$ cat config.mk
export PLATFORM = sky130hd
export DESIGN_NAME = aui_link_sequencer
export DESIGN_NICKNAME = d
export VERILOG_FILES = /design/src/rtl/aui_seq_pkg.sv /design/src/rtl/aui_sat_counter.sv /design/src/rtl/aui_link_sequencer.sv
export SDC_FILE = /design/constraint.sdc
export NUM_CORES = 1
export LEC_CHECK = 0
export CORE_MARGIN = 5
export CORE_UTILIZATION = 50
export CTS_CLUSTER_DIAMETER = 60
export DETAILED_ROUTE_END_ITERATION = 10
export PLACE_DENSITY_LB_ADDON = 0.15
export SLEW_MARGIN = 20
export SYNTH_ARGS = -nofsm -noshare
export SYNTH_HDL_FRONTEND = slang
export SYNTH_SLANG_ARGS = --single-unit
export TNS_END_PERCENT = 10
$ cat constraint.sdc
create_clock -name clk -period 6 [get_ports clk]
set_input_delay 0.9 -clock clk [delete_from_list [all_inputs] [get_ports clk]]
set_output_delay 0.9 -clock clk [all_outputs]
set_load 0.02 [all_outputs]
$ cat src/rtl/aui_seq_pkg.sv
// ============================================================================
//  Module      : aui_seq_pkg
//  Description : Shared state encoding and default constants for the AUI
//                link sequencer.
//  Revision    : 1.0  initial release
// ============================================================================
`default_nettype none

package aui_seq_pkg;

   typedef enum logic [2:0] {
      IDLE      = 3'd0,
      FLUSH     = 3'd1,
      WAIT_SYNC = 3'd2,
      RUN       = 3'd3,
      DONE      = 3'd4
   } seq_state_t;

   localparam int NUMBER_LANES = 16;
   localparam int BITS_BLOCK   = 257;

endpackage

`default_nettype wire

$ cat src/rtl/aui_sat_counter.sv
// ============================================================================
//  Module      : aui_sat_counter
//  Description : Clearable up-counter that sticks at all-ones.
//  Revision    : 1.0  initial release
// ============================================================================
`default_nettype none

module aui_sat_counter #(
   parameter int CNT_W = 32
) (
   input  logic             clk,
   input  logic             rst,
   input  logic             inc_i,
   input  logic             clr_i,
   output logic [CNT_W-1:0] count_o
);

   logic [CNT_W-1:0] count_q;

   always_ff @(posedge clk or negedge rst) begin
      if (!rst) begin
         count_q <= '0;
      end else if (clr_i) begin
         count_q <= '0;
      end else if (inc_i && (count_q != '1)) begin
         count_q <= count_q + CNT_W'(1);
      end
   end

   assign count_o = count_q;

endmodule

`default_nettype wire

$ cat src/rtl/aui_link_sequencer.sv
// ============================================================================
//  Module      : aui_link_sequencer
//  Description : Test-run controller: flush, wait for lane sync, run a fixed
//                number of compared blocks, report pass/fail.
//                Optional first-error capture: define AUI_SEQ_FIRST_ERR_EN.
//  Revision    : 1.0  initial release
// ============================================================================
`default_nettype none

module aui_link_sequencer
   import aui_seq_pkg::*;
#(
   parameter int NUMBER_LANES = aui_seq_pkg::NUMBER_LANES,
   parameter int FLUSH_CYCLES = 4,
   parameter int SYNC_TIMEOUT = 1024,
   parameter int RUN_BLOCKS   = 4096,
   parameter int CNT_W        = 32
) (
   input  logic                    clk,
   input  logic                    rst,
   input  logic                    i_start,
   input  logic                    i_abort,
   input  logic [NUMBER_LANES-1:0] i_sync_lane,
   input  logic                    i_blk_valid,
   input  logic                    i_blk_err,
   output logic                    o_dut_rst,
   output logic                    o_gen_en,
   output logic                    o_chk_en,
   output logic                    o_busy,
   output logic                    o_done,
   output logic                    o_pass,
   output logic                    o_timeout,
   output logic                    o_lock_lost,
   output logic [CNT_W-1:0]        o_blk_count,
   output logic [CNT_W-1:0]        o_err_count,
`ifdef AUI_SEQ_FIRST_ERR_EN
   output logic [CNT_W-1:0]        o_first_err_blk,
   output logic                    o_first_err_vld,
`endif
   output logic [2:0]              o_state
);

   localparam int TMR_MAX = (SYNC_TIMEOUT > FLUSH_CYCLES) ? SYNC_TIMEOUT : FLUSH_CYCLES;
   localparam int TMR_W   = $clog2(TMR_MAX + 1);
   localparam logic [TMR_W-1:0] FLUSH_LAST = TMR_W'(FLUSH_CYCLES - 1);
   localparam logic [TMR_W-1:0] SYNC_LAST  = TMR_W'(SYNC_TIMEOUT - 1);
   // Wide compare so a narrow block counter can never alias the run length.
   localparam logic [63:0]      RUN_LIMIT  = 64'(RUN_BLOCKS);

   seq_state_t       state_q;
   logic [TMR_W-1:0] tmr_q;
   logic [CNT_W-1:0] blk_cnt_q;
   logic             dut_rst_q, gen_en_q, chk_en_q, busy_q, done_q, pass_q;
   logic             timeout_q, lock_q;

   logic             all_sync, start_ok, blk_take, err_take, run_full, pass_d;
   logic [CNT_W-1:0] blk_cnt_d, err_cnt;

   assign all_sync  = &i_sync_lane;
   assign start_ok  = i_start & ~i_abort & ((state_q == IDLE) | (state_q == DONE));
   assign blk_take  = i_blk_valid & ~i_abort & (state_q == RUN);
   assign err_take  = blk_take & i_blk_err;
   assign blk_cnt_d = blk_cnt_q + CNT_W'(blk_take);
   assign run_full  = blk_take & (64'(blk_cnt_d) == RUN_LIMIT);
   // The final block's error lands in the counter on the same edge as DONE.
   assign pass_d    = (err_cnt == '0) & ~err_take;

   aui_sat_counter #(.CNT_W(CNT_W)) u_err_cnt (
      .clk     (clk),
      .rst     (rst),
      .inc_i   (err_take),
      .clr_i   (start_ok),
      .count_o (err_cnt)
   );

   always_ff @(posedge clk or negedge rst) begin
      if (!rst) begin
         state_q   <= IDLE;
         tmr_q     <= '0;
         blk_cnt_q <= '0;
         dut_rst_q <= 1'b0;
         gen_en_q  <= 1'b0;
         chk_en_q  <= 1'b0;
         busy_q    <= 1'b0;
         done_q    <= 1'b0;
         pass_q    <= 1'b0;
         timeout_q <= 1'b0;
         lock_q    <= 1'b0;
      end else if (i_abort) begin
         state_q   <= IDLE;
         dut_rst_q <= 1'b0;
         gen_en_q  <= 1'b0;
         chk_en_q  <= 1'b0;
         busy_q    <= 1'b0;
         done_q    <= 1'b0;
         pass_q    <= 1'b0;
      end else begin
         case (state_q)
            IDLE, DONE: begin
               if (i_start) begin
                  state_q   <= FLUSH;
                  tmr_q     <= '0;
                  blk_cnt_q <= '0;
                  timeout_q <= 1'b0;
                  lock_q    <= 1'b0;
                  done_q    <= 1'b0;
                  pass_q    <= 1'b0;
                  busy_q    <= 1'b1;
                  dut_rst_q <= 1'b1;
               end
            end
            FLUSH: begin
               if (tmr_q == FLUSH_LAST) begin
                  state_q   <= WAIT_SYNC;
                  tmr_q     <= '0;
                  dut_rst_q <= 1'b0;
                  gen_en_q  <= 1'b1;
               end else begin
                  tmr_q <= tmr_q + TMR_W'(1);
               end
            end
            WAIT_SYNC: begin
               if (all_sync) begin
                  state_q  <= RUN;
                  chk_en_q <= 1'b1;
               end else if (tmr_q == SYNC_LAST) begin
                  state_q   <= DONE;
                  timeout_q <= 1'b1;
                  gen_en_q  <= 1'b0;
                  busy_q    <= 1'b0;
                  done_q    <= 1'b1;
                  pass_q    <= 1'b0;
               end else begin
                  tmr_q <= tmr_q + TMR_W'(1);
               end
            end
            RUN: begin
               blk_cnt_q <= blk_cnt_d;
               if (!all_sync || run_full) begin
                  state_q  <= DONE;
                  gen_en_q <= 1'b0;
                  chk_en_q <= 1'b0;
                  busy_q   <= 1'b0;
                  done_q   <= 1'b1;
                  lock_q   <= ~all_sync;
                  pass_q   <= all_sync & pass_d;
               end
            end
            default: state_q <= IDLE;
         endcase
      end
   end

`ifdef AUI_SEQ_FIRST_ERR_EN
   logic [CNT_W-1:0] first_blk_q;
   logic             first_vld_q;

   always_ff @(posedge clk or negedge rst) begin
      if (!rst) begin
         first_blk_q <= '0;
         first_vld_q <= 1'b0;
      end else if (start_ok) begin
         first_blk_q <= '0;
         first_vld_q <= 1'b0;
      end else if (err_take && !first_vld_q) begin
         first_blk_q <= blk_cnt_q;
         first_vld_q <= 1'b1;
      end
   end

   assign o_first_err_blk = first_blk_q;
   assign o_first_err_vld = first_vld_q;
`endif

   assign o_dut_rst   = dut_rst_q;
   assign o_gen_en    = gen_en_q;
   assign o_chk_en    = chk_en_q;
   assign o_busy      = busy_q;
   assign o_done      = done_q;
   assign o_pass      = pass_q;
   assign o_timeout   = timeout_q;
   assign o_lock_lost = lock_q;
   assign o_blk_count = blk_cnt_q;
   assign o_err_count = err_cnt;
   assign o_state     = state_q;

endmodule

`default_nettype wire

# Word-level counts from Yosys, hierarchy flattened
# Cells that the tools add are included.
# totals
register_bits,86
in_bits,22
out_inout_bits,75
word_cells,114
# classes
addsub,3
n_eq_ne,20
muxes,43
n_bitwise,12
reduce_logical,24
# op_table
cell,n
$mux W32,3
$pmux W32 S2,1
$mux W11,4
$pmux W11 S3,1
$add A32 B1 Y32,1
$add A32 B1 Y32 const B,1
$eq A32 B13 Y1 const B,1
$logic_not A32 Y1,1
$ne A32 B32 Y1 const B,1
$reduce_and A5 Y1,4
$mux W1,19
$mux W3,6
$reduce_and A16 Y1,1
$ne A3 B3 Y1 const B,5
$pmux W1 S3,4
$pmux W3 S4,1
$add A11 B1 Y11 const B,1
$eq A11 B10 Y1 const B,1
$eq A11 B2 Y1 const B,1
$reduce_and A3 Y1,3
$reduce_bool A3 Y1,3
$and A1 B1 Y1,8
$ne A2 B2 Y1 const B,4
$pmux W1 S2,4
16 further kinds,23

# Logic depth before layout (Yosys ltp)
# depth
ltp_word,10
depth_mapped,14

# Modules after synthesis
# A second synthesis with hierarchy kept.
# unflattened
hier_cells,684
area_unflattened_um2,5680.4
# by_module_without_submodules
mod,instances,cells_each,area_per_inst_um2,seq_area_each_um2
aui_link_sequencer,1,486,3826.2,1351.3
aui_sat_counter,1,198,1854.3,800.8

# Worst setup path after synthesis
# Ideal clock, no wire load.
# synth_path
path_type,input to register
startpoint,in i_abort
endpoint,reg gen_en_q (netlist: o_gen_en)
arrival_time_ps,3993
required_time_ps,5879
path_slack_ps,1886
cell_stages,14
path_buffers,2
cell_sequence,nor4bb_1 > buf_2 > and2_1 > ha_1 > ha_1 > and4_4 > nand4_4 > or4_1 > buf_2 > mux2i_1 > a31oi_1 > or2_1 > o21a_1 > a22o_2
# synth_via
elab_chain_cells,9
word_cells_on_any_way,14
classes_between,add/sub (1); eq/ne (5); mux (1); bitwise (4); reduce/logical (3)
# synth_rtl
item,line_no,rtl
start: declaration,aui_link_sequencer.sv:22,"input logic i_abort,"
$not A1 Y1 (no source line),n/a,
$and A1 B1 Y1 (2 in a row),aui_link_sequencer.sv:61,assign blk_take = i_blk_valid & ~i_abort & (state_q == RUN);
$add A32 B1 Y32,aui_link_sequencer.sv:63,assign blk_cnt_d = blk_cnt_q + CNT_W'(blk_take);
$eq A32 B13 Y1,aui_link_sequencer.sv:64,assign run_full = blk_take & (64'(blk_cnt_d) == RUN_LIMIT);
$and A1 B1 Y1,aui_link_sequencer.sv:64,
$logic_or A1 B1 Y1,aui_link_sequencer.sv:139,if (!all_sync || run_full) begin
$ne A3 B2 Y1 (no source line),n/a,
$reduce_and A5 Y1 (no source line),n/a,
end signal: assignment,aui_link_sequencer.sv:82,gen_en_q <= 1'b0;
end signal: assignment,aui_link_sequencer.sv:92,gen_en_q <= 1'b0;
end signal: assignment,aui_link_sequencer.sv:141,gen_en_q <= 1'b0;
end: declaration,aui_link_sequencer.sv:53,"logic dut_rst_q, gen_en_q, chk_en_q, busy_q, done_q, pass_q;"
# Parallel ways exist; a longest one is shown, timed or not.
# A chain may end at the register's enable or synchronous reset.

# Worst setup path after layout
# layout_path
startpoint,in i_abort
endpoint,reg chk_en_q (netlist: o_chk_en)
# layout_via
elab_chain_cells,9
word_cells_on_any_way,12
classes_between,add/sub (1); eq/ne (3); mux (1); bitwise (4); reduce/logical (3)
# layout_rtl
item,line_no,rtl
$not A1 Y1 (no source line),n/a,
$and A1 B1 Y1 (2 in a row),aui_link_sequencer.sv:61,
$add A32 B1 Y32,aui_link_sequencer.sv:63,
$eq A32 B13 Y1,aui_link_sequencer.sv:64,
$and A1 B1 Y1,aui_link_sequencer.sv:64,
$logic_or A1 B1 Y1,aui_link_sequencer.sv:139,
$ne A3 B2 Y1 (no source line),n/a,
$reduce_and A3 Y1 (no source line),n/a,
end signal: assignment,aui_link_sequencer.sv:83,chk_en_q <= 1'b0;
end signal: assignment,aui_link_sequencer.sv:93,chk_en_q <= 1'b0;
end signal: assignment,aui_link_sequencer.sv:142,chk_en_q <= 1'b0;
end: declaration,aui_link_sequencer.sv:53,
# Parallel ways exist; a longest one is shown, timed or not.

==> run_results.csv <==
group,metric,value,unit
critical_path,criticalPathCategory,"input port to register",
synth,synth_nets,681,
drt,drtPass1Iterations,5,
global_route,grt_max_degree,68,
power,switching_power,0.0005208,W
timing,fin_skew,0.01215,ns
timing,hold_viol,0,
floorplan,die_y,114.0,µm
critical_path,startpoint_type,"input port",
placement,placed_area,6437,µm²
placement,globalplace.congestion,0.8848,
outcome,outcome,"finished, final reports clean",
power,peakVddDrop,0.0001435,V
power,switching_share,0.3198,
clocking,root_buffer,"clkbuf_8",
power,pwr-share-comb,0.244,
drt,drc_errors,0,
synth,synthArstFlopShare,1.000,
timing,slew_violations,0,
synth,ys_warn_count,0,
cells_and_area,final_core_util,0.6280,
critical_path,regToRegSetupSlack,1.74,ns
run,max_cap_viol_count,0,
floorplan,io_pins,97,
timing,finalCriticalPeriod,4.695,ns
power,p_seq_frac,0.408,
clocking,insertion_delay,0.38,ns
power,powerDensity,242.4,nW/µm²
placement,place_ws,0.9951,ns
placement,dp_hpwl,10640,µm
timing,tightest_slew,0.8719,ns
timing,setup_viol,0,
power,p_leak,2.706,nW
drt,viasPerCell,6.083,
placement,numPlacedInstances,860,
timing,slew_headroom,0.4187,
floorplan,core-area,10700,µm²
clocking,cts_inserted_buffers,9,
critical_path,critical_path.max_fanout,12,
clocking,clockBufferDepth,2,
synth,ys_ff_latch,86,
cells_and_area,drive_gt1_frac,0.06793,
synth,yosysSeqAreaShare,0.3980,
global_route,grt_pass1_vias,5256,
clocking,cts_tree,"yes",
critical_path,critPathCaptureType,"register",
clocking,post-cts-setup-buffers,0,
drt,wire_per_inst,17.26,µm
critical_path,arrival,4.96,ns
synth,synth_area,5408,µm²
floorplan,die-area,12990,µm²
clocking,cts_sinks,86,
timing,finalCritPeriodShare,0.7825,
clocking,hold_buffers,0,
synth,ys_types,62,
power,clkPwrFrac,0.348,
synth,syn_avg_cell_area,8.269,µm²
power,p_int,0.001108,W
cells_and_area,fin_cells,876,
floorplan,rows,38,
synth,ys.flop_type,"dfrtp_1",
critical_path,required,6.26,ns
placement,io_buffers,96,
drt,wl,15120,µm
synth,synth_edf_count,0,
drt,ant_nets,0,
clocking,clkTransAtPathRegs,0.09,ns
min_path,min_path_type,"input port to asynchronous set/reset pin",
cells_and_area,stdcell_area,6718,µm²
global_route,antenna_found_initial,0,
timing,setup_tns,0,ns
floorplan,start_util,0.5055,
clocking,ctsResizeCount,0,
global_route,gr-total-overflow,0,
cells_and_area,n_antenna_cell,0,
timing,fmax,213.0,MHz
global_route,grtUsageTotal,0.2388,
synth,syn_inst,654,
floorplan,die_w,114.0,µm
clocking,cts-htree-levels,3,
drt,vias,5329,
timing,setup_slack,1.305,ns
cells_and_area,nNetsFinal,758,
global_route,grt_pass1_wl,25560,µm
cells_and_area,synthToLayoutAreaGrowth,24.22,%
timing,rsz0062_at_grt,"no",
drt,first_iter_violations,345,
## power by group through the flow
| stage | combinational, W | sequential, W | clock (W) |
|---|---|---|---|
| 4_1_cts | 0.000398 | 0.000662 | 0.000575 |
| 6_report | 0.000398 | 0.000664 | 0.000567 |
| 3_3_place_gp | 0.000385 | 0.000672 | 0 |
| 3_5_place_dp | 0.000397 | 0.000673 | 0 |
| 2_1_floorplan | 0.000222 | 0.000680 | 0 |
| 5_1_grt | 0.000444 | 0.000668 | 0.000603 |
## layer usage
metal  global-route usage  up-vias  part of all wire
li1                     -     2546                 -
met5                    0        -                 0
met3              0.03660       24             0.049
met4              0.09264        0             0.019
met1               0.3234     2599              0.44
met2               0.3864      160              0.49
## state kept, by name (all words and copies together) (netlist names)
| name | cells |
|---|---|
| o_blk_count | 32 |
| o_busy | 1 |
| o_chk_en | 1 |
| o_done | 1 |
| o_dut_rst | 1 |
| o_gen_en | 1 |
| o_lock_lost | 1 |
| o_pass | 1 |
| o_state | 3 |
| o_timeout | 1 |
| tmr_q | 11 |
| u_err_cnt.count_o | 32 |
## through the flow
stage | power, W | hold slack (ns)
global route | 0.001714 | 0.3937
finish | 0.001628 | 0.3867
CTS | 0.001635 | 0.3859
detailed placement | 0.001071 | 0.4977
floorplan | 0.0009019 | 0.4664
global placement | 0.001058 | 0.4899
## cell usage in the layout, fill, tap and decap left out, types with 2 or more instances in the layout
master,n
buf_4,10
a31oi_1,14
nor2b_1,6
nand3b_1,3
nor3_1,17
and3_1,17
nand4_1,21
xor2_1,17
mux2i_1,4
nor4b_1,2
or3_2,2
or4_1,4
o41ai_1,6
a22o_1,2
and4_4,4
clkdlybuf4s50_1,95
xnor2_1,13
o21ai_0,80
nand2_1,55
or3_1,10
a311oi_1,3
a21o_1,4
nor4_1,15
a21oi_1,19
inv_1,14
o21a_1,3
dfrtp_1,86
and3_2,2
nand2b_1,6
bufinv_16,4
nor2_1,81
ha_1,5
or2_2,4
clkbuf_8,11
and4_1,9
o22ai_1,2
nand3_1,36
and2_1,7
o31ai_1,17
a211o_1,4
## Yosys cell counts (all sizes together), types with 16 or more instances
cell / instances / share of area
dfrtp: 86 / 0.40
nor2: 82 / 0.057
o21ai: 80 / 0.074
nand2: 55 / 0.038
nand3: 37 / 0.035
clkbuf: 23 / 0.016
nand4: 23 / 0.031
a21oi: 19 / 0.018
and3: 19 / 0.022
nor3: 18 / 0.018
o31ai: 17 / 0.024
xor2: 17 / 0.028
buf: 16 / 0.019
## kinds of logic (layout without fill, tap and decap cells)
kind of cell | after synthesis | count (layout) | synth area share
simple gates | 312 | 312 | 0.3045
compound gates | 163 | 163 | 0.1833
flops | 86 | 86 | 0.3980
buf+inv | 53 | 135 | 0.04465
xor+xnor | 30 | 30 | 0.04859
fa+ha+maj | 5 | 5 | 0.01157
mux | 5 | 5 | 0.009486
## worst max-delay path, cell delays in order
cell and delay, ns:
clkdlybuf4s50_1 0.41, buf_4 0.19, nor4bb_4 0.31, and2_1 0.24, ha_1 0.25, ha_1 0.29, nand4_1 0.15, nor4_1 0.75
and3_1 0.32, mux2i_1 0.23, nand4_2 0.18, or4_1 0.55, and3_1 0.17
## path summary, 6_finish.rpt
| path | from | end | depth (start not counted) |
|---|---|---|---|
| max in group asynchronous | rst | o_blk_count[21] | 2 |
| min reg2reg | tmr_q[8] | tmr_q[8] | 1 |
| min | rst | u_err_cnt.count_o[27] | 1 |
| max | i_abort | o_chk_en | 13 |
| max reg2reg | o_state[0] | o_chk_en | 11 |
| min in group clk | tmr_q[8] | tmr_q[8] | 1 |
## cell type report
cell class / instances / area, µm²
inverters: 14 / 52.55
repair buffers: 105 / 1026
flip-flops and latches: 86 / 2152
clock buffers: 11 / 151.4
well taps: 140 / 175.2
multi-input cells: 515 / 3032
clock inverters: 5 / 128.9
fillers: 940 / 3980
Power figures use the tool's default switching activity.
